[src/rtl/pipeline_pkg.sv]
// Shared pipeline encodings: hazard FSM states and ALU operand-forwarding selects.
package pipeline_pkg;

   typedef enum logic [1:0] {
      ST_RUN      = 2'b00,
      ST_MEM_WAIT = 2'b01,
      ST_FLUSH    = 2'b10
   } hz_state_e;

   typedef enum logic [1:0] {
      FWD_RF     = 2'b00,
      FWD_MEM_WB = 2'b01,
      FWD_EX_MEM = 2'b10
   } fwd_sel_e;

   localparam int unsigned STALL_W = 16;

   // The newer producer (EX_MEM) wins over the older one (MEM_WB).
   function automatic fwd_sel_e fwd_select(input logic ex_hit, input logic wb_hit);
      if (ex_hit) return FWD_EX_MEM;
      if (wb_hit) return FWD_MEM_WB;
      return FWD_RF;
   endfunction

endpackage

[src/rtl/hazard_ctrl.sv]
// Pipeline hazard controller: load-use stalls, branch flushes, data-memory waits
// with timeout, and EX-stage operand forwarding selects.
module hazard_ctrl
   import pipeline_pkg::*;
#(
   parameter int unsigned REG_AW      = 5,
   parameter int unsigned FLUSH_EXTRA = 1,
   parameter int unsigned MEM_TIMEOUT = 16
) (
   input  logic              clk,
   input  logic              rst,
   input  logic [REG_AW-1:0] IF_ID_Rs,
   input  logic [REG_AW-1:0] IF_ID_Rt,
   input  logic [REG_AW-1:0] ID_EX_Rs,
   input  logic [REG_AW-1:0] ID_EX_Rt,
   input  logic [REG_AW-1:0] ID_EX_Rd,
   input  logic              ID_EX_MemRead,
   input  logic [REG_AW-1:0] EX_MEM_WriteReg,
   input  logic              EX_MEM_RegWrite,
   input  logic [REG_AW-1:0] MEM_WB_WriteReg,
   input  logic              MEM_WB_RegWrite,
   input  logic              EX_MEM_Branch,
   input  logic              EX_MEM_MemRead,
   input  logic              EX_MEM_MemWrite,
   input  logic              mem_ready,
   output logic              pc_en,
   output logic              if_id_en,
   output logic              id_ex_en,
   output logic              ex_mem_en,
   output logic              mem_wb_en,
   output logic              if_id_flush,
   output logic              id_ex_bubble,
   output logic [1:0]        fwd_a,
   output logic [1:0]        fwd_b,
   output logic [1:0]        state,
   output logic [15:0]       stall_cnt,
   output logic              mem_timeout
);

   localparam int unsigned        WAIT_W     = $clog2(MEM_TIMEOUT + 1);
   localparam int unsigned        FLUSH_W    = 2;
   localparam logic [WAIT_W-1:0]  WAIT_MAX   = WAIT_W'(MEM_TIMEOUT);
   localparam logic [FLUSH_W-1:0] FLUSH_INIT = FLUSH_W'(FLUSH_EXTRA);

   hz_state_e            state_q, state_d;
   logic [WAIT_W-1:0]    wait_cnt_q, wait_cnt_d;
   logic [FLUSH_W-1:0]   flush_cnt_q, flush_cnt_d;
   logic                 branch_pend_q, branch_pend_d;
   logic [STALL_W-1:0]   stall_cnt_q, stall_cnt_d;
   logic                 mem_timeout_q, mem_timeout_d;

   logic mem_stall_c, load_use_c;
   logic ex_hit_a_c, wb_hit_a_c, ex_hit_b_c, wb_hit_b_c;

   assign mem_stall_c = (EX_MEM_MemRead | EX_MEM_MemWrite) & ~mem_ready;
   assign load_use_c  = ID_EX_MemRead & (ID_EX_Rd != '0) &
                        ((ID_EX_Rd == IF_ID_Rs) | (ID_EX_Rd == IF_ID_Rt));

   assign ex_hit_a_c = EX_MEM_RegWrite & (EX_MEM_WriteReg != '0) & (EX_MEM_WriteReg == ID_EX_Rs);
   assign wb_hit_a_c = MEM_WB_RegWrite & (MEM_WB_WriteReg != '0) & (MEM_WB_WriteReg == ID_EX_Rs);
   assign ex_hit_b_c = EX_MEM_RegWrite & (EX_MEM_WriteReg != '0) & (EX_MEM_WriteReg == ID_EX_Rt);
   assign wb_hit_b_c = MEM_WB_RegWrite & (MEM_WB_WriteReg != '0) & (MEM_WB_WriteReg == ID_EX_Rt);

   assign fwd_a       = rst ? fwd_select(ex_hit_a_c, wb_hit_a_c) : FWD_RF;
   assign fwd_b       = rst ? fwd_select(ex_hit_b_c, wb_hit_b_c) : FWD_RF;
   assign state       = 2'(state_q);
   assign stall_cnt   = stall_cnt_q;
   assign mem_timeout = mem_timeout_q;

   always_ff @(posedge clk or negedge rst) begin
      if (!rst) begin
         state_q       <= ST_RUN;
         wait_cnt_q    <= '0;
         flush_cnt_q   <= '0;
         branch_pend_q <= 1'b0;
         stall_cnt_q   <= '0;
         mem_timeout_q <= 1'b0;
      end else begin
         state_q       <= state_d;
         wait_cnt_q    <= wait_cnt_d;
         flush_cnt_q   <= flush_cnt_d;
         branch_pend_q <= branch_pend_d;
         stall_cnt_q   <= stall_cnt_d;
         mem_timeout_q <= mem_timeout_d;
      end
   end

   always_comb begin
      state_d       = state_q;
      wait_cnt_d    = wait_cnt_q;
      flush_cnt_d   = flush_cnt_q;
      branch_pend_d = branch_pend_q;
      mem_timeout_d = mem_timeout_q;
      pc_en         = 1'b1;
      if_id_en      = 1'b1;
      id_ex_en      = 1'b1;
      ex_mem_en     = 1'b1;
      mem_wb_en     = 1'b1;
      if_id_flush   = 1'b0;
      id_ex_bubble  = 1'b0;

      unique case (state_q)
         ST_RUN, ST_FLUSH: begin
            if (mem_stall_c) begin
               {pc_en, if_id_en, id_ex_en, ex_mem_en, mem_wb_en} = '0;
               state_d    = ST_MEM_WAIT;
               wait_cnt_d = WAIT_W'(1);
               // A branch frozen behind the wait is replayed when memory releases.
               branch_pend_d = (state_q == ST_RUN) & EX_MEM_Branch;
               flush_cnt_d   = '0;
            end else if (state_q == ST_FLUSH) begin
               if_id_flush  = 1'b1;
               id_ex_bubble = 1'b1;
               if (flush_cnt_q <= FLUSH_W'(1)) begin
                  flush_cnt_d = '0;
                  state_d     = ST_RUN;
               end else begin
                  flush_cnt_d = flush_cnt_q - FLUSH_W'(1);
               end
            end else if (EX_MEM_Branch) begin
               if_id_flush  = 1'b1;
               id_ex_bubble = 1'b1;
               if (FLUSH_EXTRA != 0) begin
                  state_d     = ST_FLUSH;
                  flush_cnt_d = FLUSH_INIT;
               end
            end else if (load_use_c) begin
               pc_en        = 1'b0;
               if_id_en     = 1'b0;
               id_ex_bubble = 1'b1;
            end
         end
         ST_MEM_WAIT: begin
            if (mem_ready || (wait_cnt_q >= WAIT_MAX)) begin
               if (!mem_ready) mem_timeout_d = 1'b1;
               wait_cnt_d    = '0;
               state_d       = ST_RUN;
               branch_pend_d = 1'b0;
               if (branch_pend_q) begin
                  if_id_flush  = 1'b1;
                  id_ex_bubble = 1'b1;
                  if (FLUSH_EXTRA != 0) begin
                     state_d     = ST_FLUSH;
                     flush_cnt_d = FLUSH_INIT;
                  end
               end
            end else begin
               {pc_en, if_id_en, id_ex_en, ex_mem_en, mem_wb_en} = '0;
               wait_cnt_d = wait_cnt_q + WAIT_W'(1);
            end
         end
         default: state_d = ST_RUN;
      endcase

      stall_cnt_d = (!pc_en && (stall_cnt_q != '1)) ? stall_cnt_q + STALL_W'(1) : stall_cnt_q;

      // Reset presents a free-running, non-flushing pipeline.
      if (!rst) begin
         {pc_en, if_id_en, id_ex_en, ex_mem_en, mem_wb_en} = '1;
         if_id_flush  = 1'b0;
         id_ex_bubble = 1'b0;
      end
   end

endmodule

[config.mk]
export PLATFORM = sky130hd
export DESIGN_NAME = hazard_ctrl
export DESIGN_NICKNAME = d
export VERILOG_FILES = /design/src/rtl/pipeline_pkg.sv /design/src/rtl/hazard_ctrl.sv
export SDC_FILE = /design/constraint.sdc
export NUM_CORES = 1
export LEC_CHECK = 0
export ABC_AREA = 1
export CORE_ASPECT_RATIO = 0.6
export CORE_UTILIZATION = 50
export DETAILED_ROUTE_END_ITERATION = 8
export GPL_TIMING_DRIVEN = 0
export HOLD_SLACK_MARGIN = 0.12
export PLACE_DENSITY = 0.87
export SETUP_SLACK_MARGIN = 0.1
export SYNTH_ARGS = -nofsm -noshare
export SYNTH_HDL_FRONTEND = slang
export SYNTH_SLANG_ARGS = --single-unit
[constraint.sdc]
create_clock -name clk -period 3.4 [get_ports clk]
set_clock_uncertainty 0.2 [all_clocks]
set_input_delay 0.51 -clock clk [delete_from_list [all_inputs] [get_ports clk]]
set_output_delay 0.51 -clock clk [all_outputs]
set_load 0.01 [all_outputs]
**Word level (Yosys, flattened, before mapping)**

Index checks and enable logic that the tools add are counted.

- Register bits after elaboration: 27
- Input port bits: 44
- Output and inout bits: 30
- Word-level logic and storage cells: 111

- $add $sub $neg: 3
- Order comparisons: 2
- Equal/unequal tests: 14
- Mux-type cells: 59
- Bitwise operators: 13
- Reductions and logical operators: 14

Operator list:

| kind | count |
|---|---|
| 2-bit two-way mux | 22 |
| 5-bit == test | 6 |
| 1-bit two-way mux | 27 |
| 16-bit by 1-bit adder with 16-bit output (second input constant) | 1 |
| 16-bit != test (second input constant) | 1 |
| 5-bit nonzero test | 3 |
| 1-bit bitwise AND | 10 |
| 5-bit two-way mux | 2 |
| 1-bit case mux with 2 select lines | 5 |
| 5-bit case mux with 2 select lines | 1 |
| 3-bit AND reduction | 3 |
| 4-bit != test (second input constant) | 2 |
| 2-bit case mux with 2 select lines | 2 |
| 2-bit != test (second input constant) | 3 |
| 5-bit by 1-bit adder with 5-bit output (second input constant) | 1 |
| 5-bit greater-or-equal comparator (second input constant) | 1 |
| 4-bit AND reduction | 1 |
| 2-bit by 1-bit == test with 1-bit output (second input constant) | 1 |
| 2-bit == test (second input constant) | 1 |
| 2-bit by 1-bit <= comparator with 1-bit output (second input constant) | 1 |
| 2-bit zero test | 1 |
| 1-bit bitwise OR | 2 |
| 2-bit AND reduction | 1 |
| 2-bit nonzero test | 1 |
| other kinds (6) | 6 |

**Longest topological paths before layout**

- Depth after elaboration: 10
- Mapped depth: 12
- Mapped depth without buffers: 11

**Worst setup path before layout**

OpenSTA, ideal clock, no wires.

- Kind: in2out
- Start point: in EX_MEM_MemWrite
- End point: out pc_en
- Arrival time: 1.724 ns
- Data required time: 2.690 ns
- Slack: 0.966 ns
- Stages: 9
- Path through: nor2_1 nor2_1 nor2_1 o21ai_1 nand2_1 inv_2 buf_1 nand3_1 buf_4

- Longest elaborated chain between the ends: 5

Ends and longest elaborated chain:

| item | RTL line | RTL |
|---|---|---|
| from (decl) | hazard_ctrl.sv:24 | `input logic EX_MEM_MemWrite,` |
| 1-bit bitwise OR | hazard_ctrl.sv:55 | `assign mem_stall_c = (EX_MEM_MemRead \| EX_MEM_MemWrite) & ~mem_ready;` |
| 1-bit bitwise AND | hazard_ctrl.sv:55 |  |
| 1-bit two-way mux | n/a |  |
| 1-bit case mux with 2 select lines | n/a |  |
| 1-bit two-way mux | n/a |  |
| to (decl) | hazard_ctrl.sv:26 | `output logic pc_en,` |

Every way passes these cells.

**Final worst setup path**

- Start point: in mem_ready
- End point: out id_ex_en

- Longest elaborated chain between the ends: 5

Ends and longest elaborated chain:

| item | RTL line | RTL |
|---|---|---|
| from (decl) | hazard_ctrl.sv:25 | `input logic mem_ready,` |
| 1-bit inverter (no line) | n/a |  |
| 1-bit bitwise AND | hazard_ctrl.sv:55 |  |
| 1-bit two-way mux | hazard_ctrl.sv:104 | `if (mem_stall_c) begin` |
| 1-bit case mux with 2 select lines (*) | hazard_ctrl.sv:102 | `unique case (state_q)` |
| 1-bit two-way mux (*) | hazard_ctrl.sv:158 | `if (!rst) begin` |
| to (decl) | hazard_ctrl.sv:28 | `output logic id_ex_en,` |

Every way passes the cells marked *; elsewhere a longest branch is shown, timed or not.

==> results.md <==
- Status: completed
- Area occupied by registers: between 600 and 700 um^2
- Area of the multi-input gates: 1290 um^2
- Crit path buf inv count: 5
- DP HPWL: 4.522 mm
- Worst setup EP type: output port
- CTS Root Cell: clkbuf_8
- RSZ-0062 raised after global routing: false
- Number of global-route vias before repair: 2,093
- Most common cell after layout, fill and taps aside: nand2_1
- Reg2Reg Depth: 9
- Vias: 2,302
- Routability congestion estimate: 0.8666
- CP delay by family, top: buffers and inverters
- Die footprint: about 4600 um^2
- Tcrit/Tclk final: 92.44%
- Critical path depth: 9
- Commonest non-fill, non-tap cells in the layout: nand2_1 (88), clkdlybuf4s50_1 (70), inv_1 (46)
- Rel. slew slack: between 40% and 50%
- Routed WL: 5.468 mm
- Slew @ Worst Pin: 754.6 ps
- Grt ovf: 0
- DR iter-0 viols: 111
- Dpl cells: 452
- Lkg Pwr: about 1.4 nW
- Seq/Total Area, Yosys: 30.98%
- Die X: 87.26 um
- Clock buffer depth: 2
- Highest Clock Rate: 318.2 MHz
- Highest-delay cell along the critical path: clkdlybuf4s50_1
- Hold Fails Final Rpt: 0
- First-pass GRT wire length: 9.177 mm
- Area leader, netlist: dfrtp_1
- CTS tree: done
- Worst setup SP type: input port
- Avg WL per Cell: around 12 um
- Nets@finish: around 440
- Critical Path AT: roughly 2400 ps
- Clock Pin Slew Worst Setup and Hold Paths: 90 ps
- Yosys reg bits: 27
- Final slew viol count: 0
- Layout Utilization: 73.85%
- Post-route ant nets: 0
- Synth Cell Area: 2181 um^2
- Layout area overhead: 40.33%
- CP Max Fanout: 4
- Number of antenna diodes: 0
- Pre-CTS setup slack: -449.6 ps
- Drc violations: 0
- # fillers: 339
- Final setup violation count: 0
- Final worst-path setup slack: roughly 260 ps
- # hold bufs at CTS: 0
- # Max-Cap Violations: 0
- # clock sinks: 27
- Placeable Area: 4144 um^2
- Total GRT Usage: 25.61%
- Yosys cell types: 31
- Worst hold path class: in -> async
- Clock latency on the worst-skew pair: around 270 ps
- Synth top area share: 30.98%
- Share of cells above drive strength 1: around 7%
- Via/cell ratio: 5.048
- Fin crit period: between 3000 and 4000 ps
- Critical path cell sequence: clkdlybuf4s50_1, nor2_1, inv_1, nor2_1, inv_1, nand2_1, nand2_1, buf_4, clkdlybuf4s50_1
- PortBufs: 73
- Fin cells: between 400 and 500
- H-tree levels: 1
- Die Y: 53.16 um
- Setup CP Type: in -> out
- Post-synthesis instance total: ~320
- Post-Syn Nets: 365
- Pwr/cell area: 391.2 nW/um^2
- Synth area leaders: dfrtp_1 (31%), nand2_1 (15%), xor2_1 (8.0%)
- YS warnings: 0
- Total CTS buffers: 3
- Rows: 18
- CP max stage delay: 470 ps
- Initial Utilization: 52.63%
- Mean Syn Cell Area: 6.836 um^2
- Pin count of the biggest net entering global routing: 33
- Io pins: 74
- Initial antenna violation count: 0
- VDD IR max: 278.1 uV
- Worst endpoint required time: around 2700 ps
- Drt first pass iters: 5
[flip-flops by register name, summed over array words and instances (netlist names)]
name	flops
stall_cnt	16
wait_cnt_q	5
flush_cnt_q	2
state	2
branch_pend_q	1
mem_timeout	1
[Yosys cell counts]
master,n
a21oi_1,5
a31o_2,1
a31oi_1,1
a32o_1,1
buf_1,1
buf_2,2
buf_4,3
buf_6,1
dfrtp_1,27
ha_1,2
inv_1,46
inv_2,2
mux2i_1,1
nand2_1,89
nand2_2,2
nand3_1,13
nand3_2,1
nand3_4,2
nand4_1,24
nor2_1,38
nor2_4,2
nor3_1,6
nor3_4,1
nor4_1,2
o21ai_0,7
o21ai_1,2
o22ai_1,2
o41ai_1,2
or2_2,1
xnor2_1,12
xor2_1,20
[repair_timing]
item / 4_1_cts / 5_1_grt
hold endpoints to repair: 0 / 0
gates resized for setup: 7 / 4
endpoints found under the setup margin: 11 / 2
setup buffers: 1 / 0
[kinds of logic after synthesis]
| family | share of synthesized area (%) |
|---|---|
| compound gates | 5.737 |
| xor+xnor | 12.85 |
| fa+ha+maj | 1.147 |
| buf+inv | 10.44 |
| flops | 30.98 |
| mux | 0.4590 |
| simple gates | 38.38 |
[metrics by stage]
| step | power (mW) | hold WS (ps) | area, um^2 | setup TNS (ps) |
|---|---|---|---|---|
| after global placement | 0.9901 | 265.0 | 2987 | -2301 |
| after floorplan | 0.7624 | 14.41 | 2181 | 0 |
| final | 1.197 | 191.5 | 3060 | 0 |
| after CTS | 1.199 | 220.0 | 3050 | 0 |
| after global routing | 1.279 | 251.0 | 3060 | 0 |
| after detailed placement | 1.008 | 284.5 | 2987 | -2492 |
[final timing paths]
kind	from	endpoint	slack, ps
setup / recovery	mem_ready	id_ex_en	260
hold / removal	rst	stall_cnt[1]$_DFFE_PN0P_	190
setup reg to reg	stall_cnt[0]$_DFFE_PN0P_	stall_cnt[8]$_DFFE_PN0P_	1270
hold reg to reg	mem_timeout$_DFFE_PN0P_	mem_timeout$_DFFE_PN0P_	300
max in group asynchronous	rst	stall_cnt[8]$_DFFE_PN0P_	2330
min in group clk	mem_timeout$_DFFE_PN0P_	mem_timeout$_DFFE_PN0P_	300
[power breakdown]
group          internal, mW  leakage, nW  total (mW)  switching [mW]
registers             0.382        0.360       0.454          0.0726
logic                 0.262         1.06       0.561           0.299
clock network        0.0821       0.0255       0.182          0.0998
[layer usage]
layer	up-vias	wire length [um]	track usage, %
met5	-	0	0
met4	0	15	2.459
met3	2	304	4.212
met2	79	2423	43.10
met1	1040	2723	35.93
li1	1181	-	-
[layout make-up]
cell class / count / share of cell area (%)
plain buffers: 6 / 1.513
multi-input cells: 237 / 42.15
repair buffers: 74 / 24.33
clock buffers: 3 / 1.349
clock inverters: 1 / 0.1635
inverters: 48 / 5.969
flip-flops and latches: 27 / 22.08
well taps: 60 / 2.453
Power figures use the tool's default switching activity.
